### config.mk
export PLATFORM = sky130hd
export DESIGN_NAME = keypad_scan_entry
export DESIGN_NICKNAME = d
export VERILOG_FILES = /design/src/rtl/keypad_scan_entry.sv
export SDC_FILE = /design/constraint.sdc
export NUM_CORES = 1
export LEC_CHECK = 0
export BUFFER_PORTS_ARGS = -buffer_cell sky130_fd_sc_hd__buf_2
export CORE_MARGIN = 4
export CORE_UTILIZATION = 35
export CTS_CLUSTER_SIZE = 20
export DETAILED_ROUTE_END_ITERATION = 8
export GPL_TIMING_DRIVEN = 0
export SLEW_MARGIN = 0
export SYNTH_ARGS = -nofsm -noshare
export SYNTH_HDL_FRONTEND = slang
export SYNTH_SLANG_ARGS = --single-unit
### constraint.sdc
create_clock -name CLK -period 2.7 [get_ports CLK]
set_clock_uncertainty 0.15 [all_clocks]
set_input_delay 0.54 -clock CLK [delete_from_list [all_inputs] [get_ports CLK]]
set_output_delay 0.54 -clock CLK [all_outputs]
set_load 0.005 [all_outputs]
### src/rtl/keypad_scan_entry.sv
// rtl/keypad_scan_entry.sv - 4x4 keypad scanner with row synchroniser, press/release debounce and one strobe per press.
module keypad_scan_entry #(
  parameter int SCAN_DIV        = 4,
  parameter int DEBOUNCE_CYCLES = 8
) (
  input  logic       CLK,
  input  logic       RST,
  input  logic [3:0] rows,
  output logic [3:0] cols,
  output logic [3:0] digit,
  output logic       digitStrobe,
  output logic       keyHeld,
  output logic       multiKeyError
);

  localparam int SW = (SCAN_DIV > 1) ? $clog2(SCAN_DIV) : 1;
  localparam int DW = (DEBOUNCE_CYCLES > 1) ? $clog2(DEBOUNCE_CYCLES) : 1;
  localparam logic [SW-1:0] SCAN_LAST = SW'(SCAN_DIV - 1);
  localparam logic [DW-1:0] DEB_LAST  = DW'(DEBOUNCE_CYCLES - 1);

  typedef enum logic [1:0] {S_SCAN, S_DEBOUNCE, S_PRESSED} state_t;

  state_t        state_q;
  logic [3:0]    rows_meta_q, rows_sync_q;
  logic [SW-1:0] scan_cnt_q;
  logic [DW-1:0] deb_cnt_q;
  logic [3:0]    cols_q;
  logic [3:0]    code_q;
  logic [3:0]    pattern_q;
  logic [3:0]    digit_q;
  logic          strobe_q, held_q, err_q;

  logic [1:0]    row_idx, col_idx;
  logic          one_low, all_high;
  logic [3:0]    cols_next;

  always_comb begin
    row_idx = 2'd0;
    one_low = 1'b0;
    case (rows_sync_q)
      4'b1110: begin row_idx = 2'd0; one_low = 1'b1; end
      4'b1101: begin row_idx = 2'd1; one_low = 1'b1; end
      4'b1011: begin row_idx = 2'd2; one_low = 1'b1; end
      4'b0111: begin row_idx = 2'd3; one_low = 1'b1; end
      default: begin row_idx = 2'd0; one_low = 1'b0; end
    endcase
    col_idx = 2'd0;
    case (cols_q)
      4'b1101: col_idx = 2'd1;
      4'b1011: col_idx = 2'd2;
      4'b0111: col_idx = 2'd3;
      default: col_idx = 2'd0;
    endcase
    all_high  = (rows_sync_q == 4'hF);
    cols_next = {cols_q[2:0], cols_q[3]};
  end

  always_ff @(posedge CLK or negedge RST) begin
    if (!RST) begin
      state_q     <= S_SCAN;
      rows_meta_q <= 4'hF;
      rows_sync_q <= 4'hF;
      scan_cnt_q  <= '0;
      deb_cnt_q   <= '0;
      cols_q      <= 4'b1110;
      code_q      <= 4'd0;
      pattern_q   <= 4'hF;
      digit_q     <= 4'd0;
      strobe_q    <= 1'b0;
      held_q      <= 1'b0;
      err_q       <= 1'b0;
    end else begin
      rows_meta_q <= rows;
      rows_sync_q <= rows_meta_q;
      strobe_q    <= 1'b0;
      err_q       <= 1'b0;
      case (state_q)
        S_SCAN: begin
          if (scan_cnt_q == SCAN_LAST) begin
            scan_cnt_q <= '0;
            if (all_high) begin
              cols_q <= cols_next;
            end else if (one_low) begin
              code_q    <= {row_idx, col_idx};
              pattern_q <= rows_sync_q;
              deb_cnt_q <= '0;
              state_q   <= S_DEBOUNCE;
            end else begin
              err_q  <= 1'b1;
              cols_q <= cols_next;
            end
          end else begin
            scan_cnt_q <= scan_cnt_q + 1'b1;
          end
        end
        S_DEBOUNCE: begin
          if (rows_sync_q == pattern_q) begin
            if (deb_cnt_q == DEB_LAST) begin
              state_q   <= S_PRESSED;
              digit_q   <= code_q;
              strobe_q  <= 1'b1;
              held_q    <= 1'b1;
              deb_cnt_q <= '0;
            end else begin
              deb_cnt_q <= deb_cnt_q + 1'b1;
            end
          end else begin
            state_q    <= S_SCAN;
            scan_cnt_q <= '0;
            cols_q     <= cols_next;
          end
        end
        S_PRESSED: begin
          // Any low row, including a second key, restarts the release count.
          if (all_high) begin
            if (deb_cnt_q == DEB_LAST) begin
              held_q     <= 1'b0;
              state_q    <= S_SCAN;
              scan_cnt_q <= '0;
              deb_cnt_q  <= '0;
              cols_q     <= cols_next;
            end else begin
              deb_cnt_q <= deb_cnt_q + 1'b1;
            end
          end else begin
            deb_cnt_q <= '0;
          end
        end
        default: state_q <= S_SCAN;
      endcase
    end
  end

  assign cols          = cols_q;
  assign digit         = digit_q;
  assign digitStrobe   = strobe_q;
  assign keyHeld       = held_q;
  assign multiKeyError = err_q;

endmodule

# After elaboration in Yosys (flattened, before gate mapping)
# Index checks and enable logic that the tools add are counted.
# word_totals
ff_bits,34
out_inout_bits,11
# classes
reduce_logical,11
n_mux,40
bitwise_logic,1
n_addsub,2
eq_ne,23
# op_table
cell,n
== test 4 bit (second input constant),6
two-way mux 4 bit,6
one-hot mux 2 bit (3 select lines),4
two-way mux 2 bit,9
two-way mux 3 bit,6
inequality test 2 bit (second input constant),8
two-way mux 1 bit,12
one-hot mux 4 bit (3 select lines),1
AND reduction 6 bit,2
AND reduction 5 bit,2
one-hot mux 3 bit (3 select lines),1
== test 4 x 3 -> 1 bit (second input constant),2
AND reduction 4 bit,2
inequality test 3 bit (second input constant),2
== test 2 bit (second input constant),2
== test 4 bit,1
OR reduction 4 bit,1
adder 3 x 1 -> 3 bit (second input constant),1
== test 3 bit (second input constant),1
AND reduction 3 bit,1
nonzero test 3 bit,1
adder 2 x 1 -> 2 bit (second input constant),1
== test 2 x 1 -> 1 bit (second input constant),1
zero test 2 bit,1
other kinds (3),3

# Depth between registers and ports, before layout
# logic_depth
depth_word,7
depth_mapped,7
mapped_depth_nobuf,7

# Worst setup path before layout
# No wires, ideal clock.
# synth_timing
path_type,reg2reg
startpoint,register rows_sync_q[0]
endpoint,"register cols_q[0], in the netlist cols[0]"
path_slack_ns,0.691
t_arrival_ns,1.735
t_required_ns,2.425
path_stages_with_launch,7
n_path_buf,1
period_less_slack_ns,2.009
setup_ns,0.125
cell_sequence,dfstp_2 -> clkbuf_2 -> xor2_1 -> nor4_4 -> a21boi_2 -> nand3_1 -> mux2_2
# synth_between
elab_chain_cells,5
elab_cells_between_ends,15
classes_between,eq/ne (9); mux (4); reduce/logical (2)
# synth_rtl
item,line,text
from (decl),24,"logic [3:0] rows_meta_q, rows_sync_q;"
from (signal assigned),74,rows_sync_q <= rows_meta_q;
== test 4 x 3 -> 1 bit or == test 4 bit (tied branches),40,case (rows_sync_q)
OR reduction 4 bit (no line),n/a,
two-way mux 1 bit,40,
inequality test 3 bit (no line),n/a,
AND reduction 6 bit (no line),n/a,
to (signal assigned),82,cols_q <= cols_next;
to (signal assigned),90,cols_q <= cols_next;
to (signal assigned),110,cols_q <= cols_next;
to (decl),27,logic [3:0] cols_q;
# Parallel ways exist; a longest one is shown, timed or not. The select of a mux whose other input is x is not followed.
# A chain may end at the register's enable or synchronous reset.

# Worst setup path in the final report
# Ends and elaborated chain as after synthesis.

==> results.py <==
metrics = {
    "routing": {
        "routed-via-count": 1000,
        "dr.pass1.iters": 4,
        "wl_per_cell_microns": 12.7,
        "ant_nets": 0,
        "drt_iter0_markers": 56,
        "drc": 0,
        "route.detailed.vias_per_inst": 4.88,
        "wirelength_microns": 2600,
    },
    "sta": {
        "clock.fmax_ghz": 0.444,
        "final.setup.tns_ns": 0,
        "tightest_slew_ns": 0.710,
        "slew_headroom_pct": 52.7,
        "unrepaired_setup_endpoints_after_global_routing": "false",
        "finalHoldViolations": 0,
        "max_slew_violations": 0,
        "period_share_pct": 83.4,
        "period_minus_slack_ns": 2.25,
        "setup_viol": 0,
    },
    "clock_tree": {
        "clock_h_tree_levels": 2,
        "tritoncts": "built",
        "cts-resized-gates": 0,
        "clkLatencyLatePin_ns": 0.28,
        "cts_root_buf": "sky130_fd_sc_hd__clkbuf_8",
        "clock_sinks": 34,
        "cts_buffers": 5,
        "hold_buffers": 0,
        "max-clock-path-buffers": 2,
        "post_cts_repair_setup_buffers": 0,
        "clkTransAtPathRegs_ns": 0.07,
    },
    "floorplanning": {
        "initial_core_utilization_pct": 36.4,
        "floorplan.core_area_sq_mm": 0.00441,
        "dieHeight_microns": 75.8,
        "die_w_microns": 75.8,
        "dieArea_sq_mm": 0.00574,
        "ios": 17,
        "floorplan.rows": 24,
    },
    "place": {
        "gpl.final_weighted_congestion": 0.801,
        "place.detailed.hpwl_microns": 1960,
        "port-buffer-count": 16,
    },
    "critical_path": {
        "critPathMaxFanout": 8,
        "worst_setup_path_end_kind": "register",
        "cp.required_ns": 2.71,
        "critical_path.startpoint_type": "register",
        "cp_data_arrival_time_ns": 2.26,
        "critical_path_class": "register to register",
    },
    "hold_path": {
        "min_path_type": "input port to async pin",
    },
    "yosys": {
        "number_of_enable_type_register_cells_in_the_synthesized_netlist": 0,
        "post_synth_inst_count": 129,
        "synth_largest_type_area_fraction_pct": 29.6,
        "post_synth.cell_area_avg_sq_um": 12.5,
        "netlist-cell-type-count": 36,
        "ys_seq_area_share_pct": 54.1,
        "synth_area_leaders": "sky130_fd_sc_hd__dfrtp_1 30%, sky130_fd_sc_hd__dfstp_2 25%, sky130_fd_sc_hd__mux2_2 9.8%, sky130_fd_sc_hd__ha_1 5.4%, sky130_fd_sc_hd__nand2_1 3.0%",
        "yosysWarnings": 0,
        "postSynthNetCount": 142,
        "yosysMostFrequentCell": "sky130_fd_sc_hd__dfrtp_1",
        "postSynth.asyncResetShare_pct": 100,
        "yosys-top-cells-count": "19 x sky130_fd_sc_hd__dfrtp_1, 15 x sky130_fd_sc_hd__dfstp_2, 14 x sky130_fd_sc_hd__mux2_2",
        "synth_top_cell_by_area": "sky130_fd_sc_hd__dfrtp_1",
        "synth.cell_area_sq_mm": 0.00161,
        "synthFlopType": "sky130_fd_sc_hd__dfrtp_1",
        "postSynthRegisterBits": 34,
    },
    "power": {
        "total_leakage_power_nw": 0.907,
        "vdd_ir_drop_max_mv": 0.418,
        "power_density_mw_per_mm2": 791,
    },
    "global_routing": {
        "grtUsageTotal_pct": 10.8,
        "grt_start_max_net_pins": 35,
        "gr-total-overflow": 0,
        "via_count_of_the_first_global_routing_pass": 1057,
        "grt_pass1_wl_microns": 4610,
        "number_of_antenna_violations_at_the_first_check_in_global_routing": 0,
    },
    "cells_and_area": {
        "num_antenna_cells": 0,
        "drive_gt1_share_pct": 42.5,
        "areaGrowthSynthToFinish_pct": 16.0,
        "postLayoutCoreUtil_pct": 42.2,
        "fin_nets": 165,
    },
    "run": {
        "max_cap_viol_count": 0,
    },
    "run_status": {
        "outcome": "complete, no violations",
    },
}
==> flip-flops by register name, summed over array words and instances, names as in the netlist <==
register / cells
code_q: 4
cols: 4
digit: 4
pattern_q: 4
rows_meta_q: 4
rows_sync_q: 4
deb_cnt_q: 3
scan_cnt_q: 2
state_q: 2
digitStrobe: 1
keyHeld: 1
multiKeyError: 1
==> layout make-up <==
| cell class | instances | area [sq um] |
|---|---|---|
| Sequential cell | 34 | 870 |
| Inverter | 9 | 33.8 |
| Tap cell | 52 | 65.1 |
| Multi-Input combinational cell | 81 | 673 |
| Buffer | 5 | 31.3 |
| Fill cell | 420 | 2550 |
| Timing Repair Buffer | 16 | 80.1 |
| Clock buffer | 8 | 111 |
==> through the flow <==
step           setup slack, ns  instances  hold slack [ns]  cell area, sq um  power (mW)
4_1_cts                  0.413        205            0.184              1860        1.50
2_1_floorplan            0.691        129           0.0944              1610       0.965
3_3_place_gp             0.483        197            0.195              1750        1.02
6_report                 0.449        205            0.165              1860        1.48
5_1_grt                  0.314        205            0.195              1860        1.57
3_5_place_dp             0.415        197            0.197              1750        1.05
==> path summary, 6_finish.rpt <==
check / from / slack, ns / end / cells past startpoint
worst max register to register: rows_sync_q[0]$_DFF_PN1_ / 0.45 / cols[0]$_DFFE_PN0P_ / 6
max in group asynchronous: RST / 1.78 / cols[0]$_DFFE_PN0P_ / 1
worst min register to register: rows_meta_q[3]$_DFF_PN1_ / 0.21 / rows_sync_q[3]$_DFF_PN1_ / 0
worst min-delay path: RST / 0.16 / code_q[2]$_DFFE_PN0P_ / 1
worst max-delay path: rows_sync_q[0]$_DFF_PN1_ / 0.45 / cols[0]$_DFFE_PN0P_ / 6
min in group CLK: rows_meta_q[3]$_DFF_PN1_ / 0.21 / rows_sync_q[3]$_DFF_PN1_ / 0
==> layer usage <==
layer | GRT usage (%) | up-vias | share of wire [%]
li1 | - | 488 | -
met1 | 12.5 | 487 | 43
met2 | 17.6 | 21 | 50
met3 | 4.62 | 4 | 5.9
met4 | 4.08 | 0 | 0.88
met5 | 0 | - | 0
==> cell usage in the layout, fill, tap and decap left out, types with 5 or more instances in the layout <==
cell | Yosys | layout
sky130_fd_sc_hd__xor2_1 | 5 | 5
sky130_fd_sc_hd__dfstp_2 | 15 | 15
sky130_fd_sc_hd__o21ai_0 | 5 | 5
sky130_fd_sc_hd__ha_1 | 7 | 7
sky130_fd_sc_hd__nand3_1 | 5 | 5
sky130_fd_sc_hd__dfrtp_1 | 19 | 19
sky130_fd_sc_hd__inv_1 | 9 | 9
sky130_fd_sc_hd__mux2_2 | 14 | 14
sky130_fd_sc_hd__nand2_1 | 13 | 13
sky130_fd_sc_hd__buf_2 | 3 | 19
sky130_fd_sc_hd__clkbuf_8 | 0 | 6
==> critical path: stages (launching register included) <==
cell	delay, ns
sky130_fd_sc_hd__dfstp_2	0.51
sky130_fd_sc_hd__clkbuf_2	0.17
sky130_fd_sc_hd__xor2_1	0.12
sky130_fd_sc_hd__nor4_4	0.46
sky130_fd_sc_hd__a21boi_2	0.14
sky130_fd_sc_hd__nand3_1	0.21
sky130_fd_sc_hd__mux2_2	0.37
==> cells by family after synthesis <==
logic type	after synthesis	share of synthesized area (%)
flops	34	54.1
simple gates	30	11.1
mux	19	13.5
compound gates	17	7.00
buf+inv	14	4.05
xor+xnor	8	4.83
fa+ha+maj	7	5.45
==> report_power, final <==
part	switching [mW]	internal, mW	total, mW	leakage [nW]
clock	0.171	0.263	0.435	0.0566
combinational	0.193	0.186	0.379	0.435
sequential	0.0508	0.611	0.662	0.415
total	0.415	1.06	1.48	0.907
Note: power is estimated with default switching activity, not from simulation.
